==> config.mk <==
export PLATFORM = sky130hd
export DESIGN_NAME = apb_intr_initiator
export DESIGN_NICKNAME = d
export VERILOG_FILES = /design/src/rtl/intr_apb_pkg.sv /design/src/rtl/intr_service_agent.sv /design/src/rtl/apb_intr_initiator.sv
export SDC_FILE = /design/constraint.sdc
export NUM_CORES = 1
export LEC_CHECK = 0
export CORE_AREA = 3 3 69 71
export DETAILED_ROUTE_END_ITERATION = 10
export DIE_AREA = 0 0 72 74
export HOLD_SLACK_MARGIN = 0.06
export SYNTH_ARGS = -nofsm -noshare
export SYNTH_HDL_FRONTEND = slang
export SYNTH_SLANG_ARGS = --single-unit
==> constraint.sdc <==
create_clock -name pclk -period 1.67 [get_ports pclk]
set_input_delay 0.334 -clock pclk [delete_from_list [all_inputs] [get_ports pclk]]
set_output_delay 0.334 -clock pclk [all_outputs]
set_load 0.01 [all_outputs]
==> src/rtl/intr_apb_pkg.sv <==
// Shared sizes and types for the intr_ctrl APB initiator and its service agent.
package intr_apb_pkg;
   localparam int unsigned NUM_INTR = 16;
   localparam int unsigned ADDR_W   = $clog2(NUM_INTR);
   localparam int unsigned DATA_W   = 4;

   typedef enum logic [2:0] {
      ApbIdle   = 3'b001,
      ApbSetup  = 3'b010,
      ApbAccess = 3'b100
   } apb_state_e;

   typedef enum logic [1:0] {
      SvcIdle,
      SvcWait,
      SvcDone,
      SvcDrain
   } svc_state_e;

   typedef struct packed {
      logic              write;
      logic [ADDR_W-1:0] addr;
      logic [DATA_W-1:0] wdata;
   } apb_cmd_t;
endpackage

==> src/rtl/intr_service_agent.sv <==
// Interrupt service agent: captures the pending id, waits SERVICE_CYCLES, pulses intr_serviced
// and counts completed services.
module intr_service_agent
   import intr_apb_pkg::*;
#(
   parameter int unsigned SERVICE_CYCLES = 4,
   parameter int unsigned CNT_W          = 8
) (
   input  logic              pclk,
   input  logic              prst,
   input  logic              intr_valid,
   input  logic [ADDR_W-1:0] intr_to_service,
   output logic              intr_serviced,
   output logic [ADDR_W-1:0] svc_id,
   output logic [CNT_W-1:0]  svc_count
);
   localparam int unsigned DlyW = $clog2(SERVICE_CYCLES + 1);

   svc_state_e        state_q, state_d;
   logic [DlyW-1:0]   dly_q, dly_d;
   logic [ADDR_W-1:0] id_q, id_d;
   logic [CNT_W-1:0]  count_q, count_d;

   always_ff @(posedge pclk) begin
      if (prst) begin
         state_q <= SvcIdle;
         dly_q   <= '0;
         id_q    <= '0;
         count_q <= '0;
      end else begin
         state_q <= state_d;
         dly_q   <= dly_d;
         id_q    <= id_d;
         count_q <= count_d;
      end
   end

   // The pulse lands SERVICE_CYCLES cycles after the cycle intr_valid is sampled in.
   always_comb begin
      state_d = state_q;
      dly_d   = dly_q;
      id_d    = id_q;
      count_d = count_q;
      case (state_q)
         SvcIdle: begin
            if (intr_valid) begin
               id_d    = intr_to_service;
               dly_d   = DlyW'(SERVICE_CYCLES - 1);
               state_d = (SERVICE_CYCLES == 1) ? SvcDone : SvcWait;
            end
         end
         SvcWait: begin
            dly_d = dly_q - 1'b1;
            if (dly_q <= DlyW'(1)) state_d = SvcDone;
         end
         SvcDone: begin
            count_d = count_q + 1'b1;
            state_d = SvcDrain;
         end
         SvcDrain: begin
            if (!intr_valid) state_d = SvcIdle;
         end
         default: state_d = SvcIdle;
      endcase
   end

   assign intr_serviced = (state_q == SvcDone) && !prst;
   assign svc_id        = id_q;
   assign svc_count     = count_q;
endmodule

==> src/rtl/apb_intr_initiator.sv <==
// APB initiator and interrupt-service agent for intr_ctrl.
// Optional ACCESS-phase timeout abort is enabled by defining APB_TIMEOUT_EN.
module apb_intr_initiator
   import intr_apb_pkg::*;
#(
   parameter int unsigned SERVICE_CYCLES = 4,
   parameter int unsigned TIMEOUT_CYCLES = 16,
   parameter int unsigned CNT_W          = 8
) (
   input  logic              pclk,
   input  logic              prst,
   input  logic              cmd_valid,
   output logic              cmd_ready,
   input  logic              cmd_write,
   input  logic [ADDR_W-1:0] cmd_addr,
   input  logic [DATA_W-1:0] cmd_wdata,
   output logic              rsp_valid,
   output logic [DATA_W-1:0] rsp_rdata,
   output logic              rsp_err,
   output logic              psel,
   output logic              penable,
   output logic              pwrite,
   output logic [ADDR_W-1:0] paddr,
   output logic [DATA_W-1:0] pwdata,
   input  logic              pready,
   input  logic [DATA_W-1:0] prdata,
   input  logic              intr_valid,
   input  logic [ADDR_W-1:0] intr_to_service,
   output logic              intr_serviced,
   output logic [ADDR_W-1:0] svc_id,
   output logic [CNT_W-1:0]  svc_count
);
   apb_state_e        state_q, state_d;
   apb_cmd_t          cmd_q, cmd_d;
   logic              rsp_valid_q, rsp_valid_d;
   logic              rsp_err_q, rsp_err_d;
   logic [DATA_W-1:0] rsp_rdata_q, rsp_rdata_d;
   logic              abort;

`ifdef APB_TIMEOUT_EN
   localparam int unsigned TmoW = $clog2(TIMEOUT_CYCLES + 1);
   logic [TmoW-1:0] tmo_q, tmo_d;

   always_ff @(posedge pclk) begin
      if (prst) tmo_q <= '0;
      else      tmo_q <= tmo_d;
   end

   always_comb begin
      tmo_d = '0;
      if (state_q == ApbAccess && !pready) tmo_d = tmo_q + 1'b1;
   end

   // Fires on the last of TIMEOUT_CYCLES consecutive ACCESS cycles without pready.
   assign abort = (state_q == ApbAccess) && !pready && (tmo_q == TmoW'(TIMEOUT_CYCLES - 1));
`else
   logic unused_tmo_cfg;
   assign unused_tmo_cfg = ^TIMEOUT_CYCLES;
   assign abort          = 1'b0;
`endif

   always_ff @(posedge pclk) begin
      if (prst) begin
         state_q     <= ApbIdle;
         cmd_q       <= '0;
         rsp_valid_q <= 1'b0;
         rsp_err_q   <= 1'b0;
         rsp_rdata_q <= '0;
      end else begin
         state_q     <= state_d;
         cmd_q       <= cmd_d;
         rsp_valid_q <= rsp_valid_d;
         rsp_err_q   <= rsp_err_d;
         rsp_rdata_q <= rsp_rdata_d;
      end
   end

   always_comb begin
      state_d     = state_q;
      cmd_d       = cmd_q;
      rsp_valid_d = 1'b0;
      rsp_err_d   = 1'b0;
      rsp_rdata_d = '0;
      unique case (state_q)
         ApbIdle: begin
            if (cmd_valid) begin
               cmd_d   = '{write: cmd_write, addr: cmd_addr, wdata: cmd_wdata};
               state_d = ApbSetup;
            end
         end
         ApbSetup: state_d = ApbAccess;
         ApbAccess: begin
            if (pready) begin
               rsp_valid_d = 1'b1;
               rsp_rdata_d = cmd_q.write ? '0 : prdata;
               state_d     = ApbIdle;
            end else if (abort) begin
               rsp_valid_d = 1'b1;
               rsp_err_d   = 1'b1;
               state_d     = ApbIdle;
            end
         end
         default: state_d = ApbIdle;
      endcase
   end

   // Combinational handshake outputs are held low while reset is applied.
   assign cmd_ready = (state_q == ApbIdle) && !prst;
   assign psel      = (state_q != ApbIdle) && !prst;
   assign penable   = (state_q == ApbAccess) && !prst;
   assign pwrite    = cmd_q.write;
   assign paddr     = cmd_q.addr;
   assign pwdata    = cmd_q.wdata;
   assign rsp_valid = rsp_valid_q;
   assign rsp_err   = rsp_err_q;
   assign rsp_rdata = rsp_rdata_q;

   intr_service_agent #(
      .SERVICE_CYCLES (SERVICE_CYCLES),
      .CNT_W          (CNT_W)
   ) u_service (
      .pclk            (pclk),
      .prst            (prst),
      .intr_valid      (intr_valid),
      .intr_to_service (intr_to_service),
      .intr_serviced   (intr_serviced),
      .svc_id          (svc_id),
      .svc_count       (svc_count)
   );
endmodule

[After elaboration in Yosys (flattened, before gate mapping)]
Index checks and enable logic that the tools add are counted.
Operators by class
  bitwise operators: 2
  equal/unequal tests: 12
  reduce and logical (&&, ||, !) cells: 14
  add/subtract/negate cells: 2
  multiplexer cells: 10
  order comparisons: 1
Operators by type and width (count)
  $mux W3: 3
  $pmux W3 S3: 1
  $add A8 B1 Y8 const B: 1
  $ne A2 B2 Y1 const B: 4
  $pmux W2 S4: 1
  $reduce_and A2 Y1: 4
  $mux W2: 3
  $pmux W3 S2: 1
  $eq A2 B2 Y1 const B: 2
  $logic_and A1 B1 Y1: 4
  $reduce_or A4 Y1: 1
  $eq A3 B1 Y1 const B: 1
  $eq A3 B2 Y1 const B: 1
  $eq A3 B3 Y1 const B: 1
  $le A3 B1 Y1 const B: 1
  $ne A3 B1 Y1 const B: 1
  $reduce_and A3 Y1: 1
  $sub A3 B1 Y3 const B: 1
  $eq A2 B1 Y1 const B: 1
  $logic_not A2 Y1: 1
  $ne A2 B1 Y1 const B: 1
  $not A1 Y1: 2
  $reduce_bool A2 Y1: 1
  $reduce_or A2 Y1: 1
  2 further kinds: 2
Storage, ports and cells
  output and inout bits: 31
  flip-flop bits (word level): 34
  bits of input ports: 22

[Longest topological paths before layout]
  word-level depth: 3
  gate-level depth with buffers: 7
  depth with buffers taken out: 6

[Modules after synthesis]
Synthesis repeated with hierarchy kept, for this count alone.
Second synthesis, totals
  cells, all modules: 162
  area, all modules: 1457.6 sq um
By module, submodules not included
  intr_service_agent: instances 1, area an instance 828.3 sq um, cells an instance 93, sequential area each 340.3 sq um
  apb_intr_initiator: instances 1, area an instance 629.4 sq um, cells an instance 69, sequential area each 340.3 sq um

[Worst setup path before layout]
Ideal clock, no wire load.
  kind: register to register
  start point: register u_service.state_q[0]
  end point: register u_service.count_q[6], in the netlist u_service.svc_count[6]
  clock period less this slack: 1.387 ns
  cell stages (with the launch flop): 7
  library setup time: 0.070 ns
  arrival time: 1.317 ns
  setup slack: 0.283 ns
  path buffers: 1
  data required time: 1.600 ns
  cell sequence: dfxtp_1 inv_1 ha_1 buf_2 nand4_1 or3_1 a21oi_1
Between the ends
  cells in the longest elaborated chain, start to end: 1
Ends and longest elaborated chain
  from (decl): line intr_service_agent.sv:19  | svc_state_e state_q, state_d;
  from (signal assigned): line intr_service_agent.sv:26  | state_q <= SvcIdle;
  from (signal assigned): line intr_service_agent.sv:31  | state_q <= state_d;
  $eq A2 B2 Y1: line intr_service_agent.sv:44  | case (state_q)
  to (signal assigned): line intr_service_agent.sv:34  | count_q <= count_d;
  to (decl): line intr_service_agent.sv:22  | logic [CNT_W-1:0] count_q, count_d;
Every way passes these cells.
A chain may end at the register's enable or synchronous reset.

[Worst setup path after layout]
  start point: register u_service.count_q[2], in the netlist u_service.svc_count[2]
  end point: output svc_count[2]
RTL lines
  to (decl): line apb_intr_initiator.sv:31  | output logic [CNT_W-1:0] svc_count
No word-level cell between the ends.

==> summary.log <==
INFO  run_status     status=completed
INFO  routing        wl_met2=1.52mm
INFO  floorplanning  placement_rows=24
INFO  cts            cts_max_path_buffers=2
INFO  synth          syn_inst=165
INFO  synth          synth_compound_area_share=10.9%
INFO  worst_setup_path type_of_origin_of_the_critical_path=flip-flop
INFO  worst_setup_path worst_ep_required_time=1340ps
INFO  synth          netlist.top_cell.by_area=dfxtp_1
INFO  power          p_leak=0.859nW
INFO  layout         finished_layout_cells=281
INFO  worst_setup_path critical_path.n_buffers_inverters=1
INFO  synth          synth_top_cells_by_area=dfxtp_1 (46%), ha_1 (6.8%), nand2_1 (6.7%)
INFO  synth          synth.yosys.warnings=0
INFO  layout         fin_util=51.2%
INFO  synth          synth_mux_area_share=2.73%
INFO  sta            rsz_0062_raised_after_global_routing=no
INFO  place          number_of_buffers_inserted_by_port_buffering=51
INFO  synth          synth_async_sr_flop_share=0%
INFO  synth          synth_simple_gate_area_share=24.9%
INFO  layout         post_layout_net_count=258
INFO  global_route   antenna_violations_before_repair=0
INFO  routing        top_layer_used=met4
INFO  synth          yosys.area.top_type_share=46.4%
INFO  floorplanning  die_outline_area=0.00533mm^2
INFO  worst_setup_path worst_setup_path_end_kind=primary output
INFO  floorplanning  effective_utilization_at_floorplan=34.1%
INFO  place          placed_area=0.00209mm^2
INFO  global_route   first_pass_grt_wire_length=5.21mm
INFO  layout         diodes=0
INFO  synth          yosys_most_used_dff=dfxtp_1
INFO  synth          synth_seq_area_share=46.4%
INFO  worst_setup_path max_stage_delay=570ps
INFO  routing        drt-met1-wl=1.47mm
INFO  cts            clock_latency_of_the_later_clocked_register_in_the_worst_skew_pair=280ps
INFO  cts            clk_root_buffer_cell=clkbuf_8
INFO  floorplanning  die_x=72um
INFO  routing        totalWireLength=3.25mm
INFO  power          max-vdd-ir-drop=694uV
INFO  worst_setup_path worstSetupPathDepth=1
INFO  floorplanning  die_h=74um
INFO  layout         syn_to_final_growth=49.9%
INFO  synth          synth_cell_type_count=35
INFO  routing        wl_per_cell=11.6um
INFO  place          gp_congestion=0.730
INFO  routing        met3WireLength=198um
INFO  synth          area_share_of_xor_xnor_cells_in_the_synthesized_design=2.99%
INFO  synth          yosys.cell_count.top_type=dfxtp_1
INFO  routing        dr_total_vias=1,300
INFO  global_route   maximum_number_of_pins_on_one_net_before_global_route_repair=25
INFO  worst_setup_path rr_worst_depth=7
INFO  synth          mappedNetlistArea=0.00147mm^2
INFO  sta            clock.fmax=624MHz
INFO  routing        final_antenna_net_count=0
INFO  synth          combinational_family_with_the_most_area_after_synthesis=simple AND/OR/NAND/NOR gates
INFO  hold_path      hold_path.class=flip-flop to flip-flop
INFO  floorplanning  core=0.00429mm^2
INFO  power          power_density=1100mW/mm^2
INFO  worst_setup_path worstPathMaxFanout=5
INFO  cts            clk_pin_slew_worst_paths=70ps
INFO  routing        via_per_inst=4.63
INFO  worst_setup_path crit_path_dat=1270ps
INFO  routing        drtPass1Iterations=4
INFO  synth          syn_avg_cell_area=8.89um^2
INFO  synth          synth_edf_count=0
INFO  sta            timing_max_transition_violations_final=0
INFO  global_route   grtUsageTotal=12.5%
INFO  place          place_hpwl=2.46mm
INFO  layout         post_route_cells_drive_above_1_share=13.5%
INFO  place          dp.cells=272
INFO  routing        drcViolationCount=0
INFO  synth          netlist_top_cells_count=dfxtp_1 (34), nand2_1 (26), a21oi_1 (16), nor2_1 (16), ha_1 (8)
INFO  cts            clock_tree_from_tritoncts=done
INFO  sta            holdWs=450ps
INFO  sta            clock-skew-final=6.70ps
INFO  synth          syn_nets=195
INFO  worst_setup_path crit_family=buffers and inverters
INFO  cts            cts-htree-levels=2
INFO  worst_setup_path critical_path.cell_chain=clkdlybuf4s50_1
INFO  run            maxCapViolCount=0
INFO  synth          yosys.area_share.adder=6.83%
INFO  layout         design_area=0.00220mm^2
INFO  synth          synth_seq_cells=34
INFO  routing        initialDrtViolationCount=44
INFO  sta            fin_crit=1600ps
INFO  sta            timing_hold_violations_final=0
INFO  hold_path      holdPathStages=2
INFO  global_route   gr-total-overflow=0
INFO  worst_setup_path timing.setup.critical_path_class=flip-flop to primary output
INFO  global_route   grt_pass1_vias=1,227
INFO  layout         num-fill-cells=425
INFO  floorplanning  i_o_pin_count=53
INFO  cts            cts_made_buffers=5
INFO  sta            timing.final.crit_share=96.0%
INFO  worst_setup_path slowest_cp_cell=clkdlybuf4s50_1
INFO  cts            clock-sinks=34
INFO  sta            setup_violations=0
through the flow:
stage / setup slack [ps] / TNS [ps] / power (mW)
global route: 2.41 / 0 / 2.59
global placement: -324 / -1160 / 1.79
finish: 67.3 / 0 / 2.41
detailed placement: -322 / -1230 / 1.80
CTS: 9.69 / 0 / 2.44
floorplan: 283 / 0 / 1.47
final timing paths:
path / from / to / slack (ps)
setup / recovery: u_service.svc_count[2] / svc_count[2] / 70
hold / removal: u_service.svc_id[3] / u_service.svc_id[3] / 450
setup reg to reg: u_service.state_q[1] / u_service.state_q[0] / 150
hold reg to reg: u_service.svc_id[3] / u_service.svc_id[3] / 450
cell families after synthesis:
logic type      count (synthesis)
simple gates                   72
mux                             4
xor+xnor                        5
buf+inv                        15
flops                          34
fa+ha+maj                       8
compound gates                 26
other cells                     1
routing by layer:
metal	GRT usage (%)	vias up
met5	0	-
met4	5.64	0
li1	-	669
met1	14.5	588
met3	4.05	6
met2	21.2	37
power breakdown:
part	internal (mW)	total [mW]	switching, mW
clock network	0.331	0.629	0.298
registers	0.911	0.999	0.0880
logic	0.411	0.786	0.375
total	1.65	2.41	0.761
placed cells by master, fill, tap and decap left out, types with 2 or more instances in the layout:
cell,count
clkdlybuf4s50_1,46
dfxtp_1,31
nand2_1,26
nor2_1,16
a21oi_1,16
buf_4,14
ha_1,8
inv_1,6
nand3_1,6
clkbuf_8,6
nor2b_1,4
nor3_1,4
and2_1,4
mux2i_1,4
dlygate4sd2_1,4
xor2_1,3
dfxtp_2,3
nand2b_1,2
a311oi_1,2
nand4_1,2
o21ai_0,2
or3_1,2
xnor2_1,2
repair_timing:
item	4_1_cts	5_1_grt
buffers inserted	0	1
hold buffers	0	0
resized for setup	6	4
setup endpoints to repair	4	4
sequential cells by signal (all words and copies together), names as in the netlist:
signal               count
u_service.svc_id         4
rsp_valid                1
state_q                  3
u_service.dly_q          3
u_service.svc_count      8
paddr                    4
pwrite                   1
pwdata                   4
rsp_rdata                4
u_service.state_q        2
layout make-up:
type	instances	area (um^2)	share of cell area [%]
multi-input combinational	116	721	32.8
sequential	34	684	31.1
timing repair buffer	65	611	27.8
clock buffer	6	82.6	3.76
tap	52	65.1	2.96
inverter	6	22.5	1.02
clock inverter	2	12.5	0.569
Note: power is estimated with default switching activity, not from simulation.
